[src/rtl/tank_sensor_model_tick_prescaler.sv]
// Free-running 0..PRESCALE-1 counter; tick is high during the terminal count cycle.
module tick_prescaler #(
  parameter int PRESCALE = 50000
) (
  input  logic clk,
  input  logic rst,
  output logic tick
);
  localparam int CW = (PRESCALE > 2) ? $clog2(PRESCALE) : 1;
  localparam logic [CW-1:0] LAST = CW'(PRESCALE - 1);

  logic [CW-1:0] count_reg;

  assign tick = (count_reg == LAST);

  always_ff @(posedge clk or posedge rst) begin
    if (rst) begin
      count_reg <= '0;
    end else if (tick) begin
      count_reg <= '0;
    end else begin
      count_reg <= count_reg + 1'b1;
    end
  end
endmodule

[config.mk]
export PLATFORM = sky130hd
export DESIGN_NAME = tick_prescaler
export DESIGN_NICKNAME = d
export VERILOG_FILES = /design/src/rtl/tank_sensor_model_tick_prescaler.sv
export SDC_FILE = /design/constraint.sdc
export NUM_CORES = 1
export LEC_CHECK = 0
export BUFFER_PORTS_ARGS = -buffer_cell sky130_fd_sc_hd__buf_2
export CORE_ASPECT_RATIO = 0.8
export CORE_UTILIZATION = 40
export CTS_BUF_LIST = sky130_fd_sc_hd__clkbuf_4
export CTS_CLUSTER_SIZE = 12
export DETAILED_ROUTE_END_ITERATION = 12
export GPL_TIMING_DRIVEN = 0
export SLEW_MARGIN = 20
export SYNTH_ARGS = -nofsm -noshare
export SYNTH_HDL_FRONTEND = slang
export SYNTH_SLANG_ARGS = --single-unit
[constraint.sdc]
create_clock -name clk -period 2.3 [get_ports clk]
set_input_delay 0.23 -clock clk [delete_from_list [all_inputs] [get_ports clk]]
set_output_delay 0.23 -clock clk [all_outputs]
set_load 0.02 [all_outputs]
# Yosys cells after proc, flatten, opt, wreduce, memory -nomap -nowiden
# Index checks and enable logic that the tools add are counted.
dict set report word_totals {
  regBits 16
  in_bits 2
  output_inout_bits 1
  elab_cells 4
}
dict set report classes {
  addsub 1
  n_eq_ne 1
  mux 1
}
# op count
set op_table {}
lappend op_table {{$add A16 B1 Y16 const B} 1}
lappend op_table {{$eq A16 B16 Y1 const B} 1}
lappend op_table {{$mux W16} 1}

# Depth between registers and ports, before layout
dict set report depth {
  depth_word 2
  mapped_depth 5
  mapped_depth_nobuf 5
}

# Least setup slack after synthesis
# No wires, ideal clock.
dict set report synth_path {
  kind {flip-flop to flip-flop}
  from {register count_reg[4]}
  to {register count_reg[9]}
  setup_time_ns 0.128
  arrival_time_ns 1.763
  required_ns 2.172
  slack_ns 0.409
  path_stages_with_launch 5
  path_buffers 0
  synth_period_minus_slack_ns 1.891
  path_cell_list {dfrtp_1 -> or4b_4 -> nor4_4 -> nand2b_1 -> mux2i_1}
}
dict set report synth_via {
  elab_chain_len 2
  word_cells_on_any_way 3
  classes_between {add/sub (1); eq/ne (1); mux (1)}
}
# element line_no
set synth_lines {}
lappend synth_lines {{start, declared} 12} ;# logic [CW-1:0] count_reg;
lappend synth_lines {{start signal, assigned} 22} ;# count_reg <= count_reg + 1'b1;
lappend synth_lines {{$eq A16 B16 Y1} 14} ;# assign tick = (count_reg == LAST);
lappend synth_lines {{named net tick} 7} ;# output logic tick
lappend synth_lines {{$mux W16} 19} ;# end else if (tick) begin
# The timed path passes the listed nets, and every way through them passes these cells.

# Worst setup path in the final report
dict set report layout_path {
  from {register count_reg[8]}
  to {output tick}
}
dict set report layout_via {
  elab_chain_len 1
}
# element line_no
set layout_lines {}
lappend layout_lines {{$eq A16 B16 Y1} 14}
lappend layout_lines {{end, declared} 7}
# Every way passes these cells.

==> qor.csv <==
metric;value;unit
cts.hold.buffers_added;0;
worst_ir_drop_vdd;0.0003677;V
worst_setup_path_end_kind;output port;
synth_sequential_area_ratio;52.89;%
combinational_family_with_the_most_area_after_synthesis;simple AND/OR/NAND/NOR gates;
path_cells;or4bb_1, nor4_4, buf_2;
postSynthCellCount;68;
synthDominantAreaCellType;sky130_fd_sc_hd__dfrtp_1;
tritoncts;done;
yosys.area_share.adder;1.653;%
synth.area.mux_share;1.322;%
hold_path_class;in -> async;
synthSimpleGateAreaFrac;28.43;%
cts.htree.levels;1;
global_route.overflow_total;0;
worst_ep_arrival_time;1.87;ns
totalWireLength;1.302;mm
num_rows;13;
clock_tree.root_cell;sky130_fd_sc_hd__clkbuf_4;
timing.critical_path.fanout_max;7;
drtAntennaViolNets;0;
netlist_top_cells_area;sky130_fd_sc_hd__dfrtp_1 53%, sky130_fd_sc_hd__xor2_1 8.1%, sky130_fd_sc_hd__xnor2_1 5.8%, sky130_fd_sc_hd__nand4_1 5.0%, sky130_fd_sc_hd__nor2_1 4.5%;
antenna_found_initial;0;
power.density;526.4;nW/um^2
crit_family;simple AND/OR/NAND/NOR gates;
fraction_of_power_consumed_by_the_clock_network;34.2;%
cp.required;2.07;ns
die_w;50.64;microns
clock-skew-final;0.001299;ns
seq_power_share;64.5;%
synth.ff_latch_count;16;
outcome;complete, but fails checks;
wire_length_of_the_first_global_routing_pass;2.035;mm
fin_crit;2.102;ns
compound_gate_fraction_of_synth_area;1.322;%
worst_pin_slew;0.6023;ns
area_growth;9.421;%
initialDrtViolationCount;15;
area_of_the_core;1692;sq um
path_buf_inv;1;
finish.net_count;79;
syn-mean-instance-area;11.13;sq um
slew_violations;0;
cts-root-to-sink-buffers;2;
numPortBuffers;2;
critical_setup_path_kind;reg -> out;
fmax;475.7;MHz
synthesized_cell_area;757.0;sq um
grt_usage;14.95;%
internal_power;0.3448;mW
violations;negative hold slack;
clk_pin_slew;0.09;ns
grt-busiest-layer;met1;
global_route.usage.met3;7.778;%
post_synthesis_net_count;71;
total_iterations_of_the_first_detailed_routing_run;3;
via_count_of_the_first_global_routing_pass;430;
grtUsageMet2;19.67;%
setup_viol;0;
groute.layer.met1.usage;20.97;%
antenna_cells_inserted;0;
remaining_drc_errors;0;
post_synth_xor_xnor_area;13.88;%
clock-sinks;16;
ys_warn_count;0;
die_h;40.91;microns
timing.critical_path.from_type;flop;
dr_total_vias;506;
whs;-0.002556;ns
timing.slew.headroom;59.80;%
initial_core_util;44.75;%
grt_setup_unrepaired;no;
combinationalPowerShare;1.4;%
ctsResizeCount;0;
drv.max_cap_violation_count;0;
finalWeightedCongestion;0.6993;
hold_violations;11;
grt_max_degree;17;
worstSkewPairLatency;0.28;ns
die-area;2071;sq um
total_leakage_power;0.3805;nW
synth_cell_type_count;21;
slowest_delay;0.56;ns
place_hpwl;821.4;microns
io-pin-count;3;
tns;0;ns
largest_register_ffs;16;
final_layout_size_suffix_gt1_share;12.00;%
power_switching;0.09128;mW
wl_per_cell;13.42;microns
cp_slowest_cell;sky130_fd_sc_hd__or4bb_1;
yosys.area.top_type_share;52.89;%
numCtsBuffers;3;
routed_via_density;5.216;
finalCritPeriodShare;91.39;%
sw_frac_of_total;20.93;%
## stage by stage
stage	instances	cell area (sq um)	util, %	total power [mW]	setup WS (ns)
after detailed placement	92	794.5	46.97	0.2931	0.3000
after global routing	97	828.3	48.96	0.4561	0.1289
final	97	828.3	48.96	0.4360	0.1980
after floorplan	68	757.0	-	0.2909	0.4094
after CTS	97	828.3	48.96	0.4433	0.2290
after global placement	92	794.5	46.97	0.2933	0.2936
## kinds of logic (layout without fill, tap and decap cells)
logic type | Yosys count | after routing
compound gates | 2 | 2
mux | 1 | 1
simple gates | 35 | 35
flops | 16 | 16
buf+inv | 1 | 8
fa+ha+maj | 1 | 1
xor+xnor | 12 | 12
## power groups by stage
stage               Sequential [mW]  Clock (mW)  Combinational [mW]
floorplan                     0.287           0             0.00425
global placement              0.287           0             0.00670
detailed placement            0.287           0             0.00646
CTS                           0.281       0.156             0.00660
global route                  0.281       0.168             0.00734
finish                        0.281       0.149             0.00607
## final timing paths
check                             startpoint             to  slack (ns)  depth (start not counted)
max in group asynchronous                rst  count_reg[15]        1.91                          2
worst max register to register  count_reg[8]   count_reg[9]        0.42                          5
worst min register to register  count_reg[0]   count_reg[0]        0.51                          1
min in group clk                count_reg[0]   count_reg[0]        0.51                          1
worst min-delay path                     rst   count_reg[3]      -0.003                          2
worst max-delay path            count_reg[8]           tick        0.20                          3
## cells in the final DEF, fill, tap and decap left out
cell type / instances
sky130_fd_sc_hd__o21ai_0: 1
sky130_fd_sc_hd__a21oi_1: 1
sky130_fd_sc_hd__clkbuf_4: 3
sky130_fd_sc_hd__nand3_1: 3
sky130_fd_sc_hd__nand4_1: 6
sky130_fd_sc_hd__nand2b_1: 1
sky130_fd_sc_hd__nor2b_1: 1
sky130_fd_sc_hd__xor2_1: 7
sky130_fd_sc_hd__or4bb_1: 2
sky130_fd_sc_hd__dfrtp_1: 16
sky130_fd_sc_hd__inv_1: 1
sky130_fd_sc_hd__clkinv_1: 1
sky130_fd_sc_hd__nand2_1: 5
sky130_fd_sc_hd__or2_2: 1
sky130_fd_sc_hd__ha_1: 1
sky130_fd_sc_hd__nor4_1: 3
sky130_fd_sc_hd__mux2i_1: 1
sky130_fd_sc_hd__or3_1: 1
sky130_fd_sc_hd__nor2_1: 9
sky130_fd_sc_hd__buf_2: 2
sky130_fd_sc_hd__nor4_4: 1
sky130_fd_sc_hd__xnor2_1: 5
sky130_fd_sc_hd__and4_1: 1
sky130_fd_sc_hd__buf_4: 1
sky130_fd_sc_hd__or4b_4: 1
## cell type report
type                            instances  area, sq um
Clock inverter                          1        3.754
Tap cell                               22        27.53
Fill cell                             164        863.3
Timing Repair Buffer                    3        17.52
Inverter                                1        3.754
Clock buffer                            3        22.52
Multi-Input combinational cell         51        352.8
Sequential cell                        16        400.4
## metal layers
| metal | wire (microns) | vias up |
|---|---|---|
| met5 | 0 | - |
| met4 | 15 | 0 |
| met3 | 58 | 2 |
| met2 | 546 | 7 |
| met1 | 681 | 240 |
| li1 | - | 257 |
## synth_stat cells
library cell,instances
sky130_fd_sc_hd__nor4_4,1
sky130_fd_sc_hd__xor2_1,7
sky130_fd_sc_hd__and4_1,1
sky130_fd_sc_hd__nor4_1,3
sky130_fd_sc_hd__nand2_1,5
sky130_fd_sc_hd__or2_2,1
sky130_fd_sc_hd__or3_1,1
sky130_fd_sc_hd__mux2i_1,1
sky130_fd_sc_hd__or4b_4,1
sky130_fd_sc_hd__or4bb_1,2
sky130_fd_sc_hd__dfrtp_1,16
sky130_fd_sc_hd__a21oi_1,1
sky130_fd_sc_hd__nand3_1,3
sky130_fd_sc_hd__nor2_1,9
sky130_fd_sc_hd__ha_1,1
sky130_fd_sc_hd__inv_1,1
sky130_fd_sc_hd__nor2b_1,1
sky130_fd_sc_hd__nand4_1,6
sky130_fd_sc_hd__nand2b_1,1
sky130_fd_sc_hd__o21ai_0,1
sky130_fd_sc_hd__xnor2_1,5
## timing repair
action	in CTS	in global routing
setup buffers	1	0
hold endpoints to repair	0	0
setup endpoints to repair	1	0
Power figures use the tool's default switching activity.
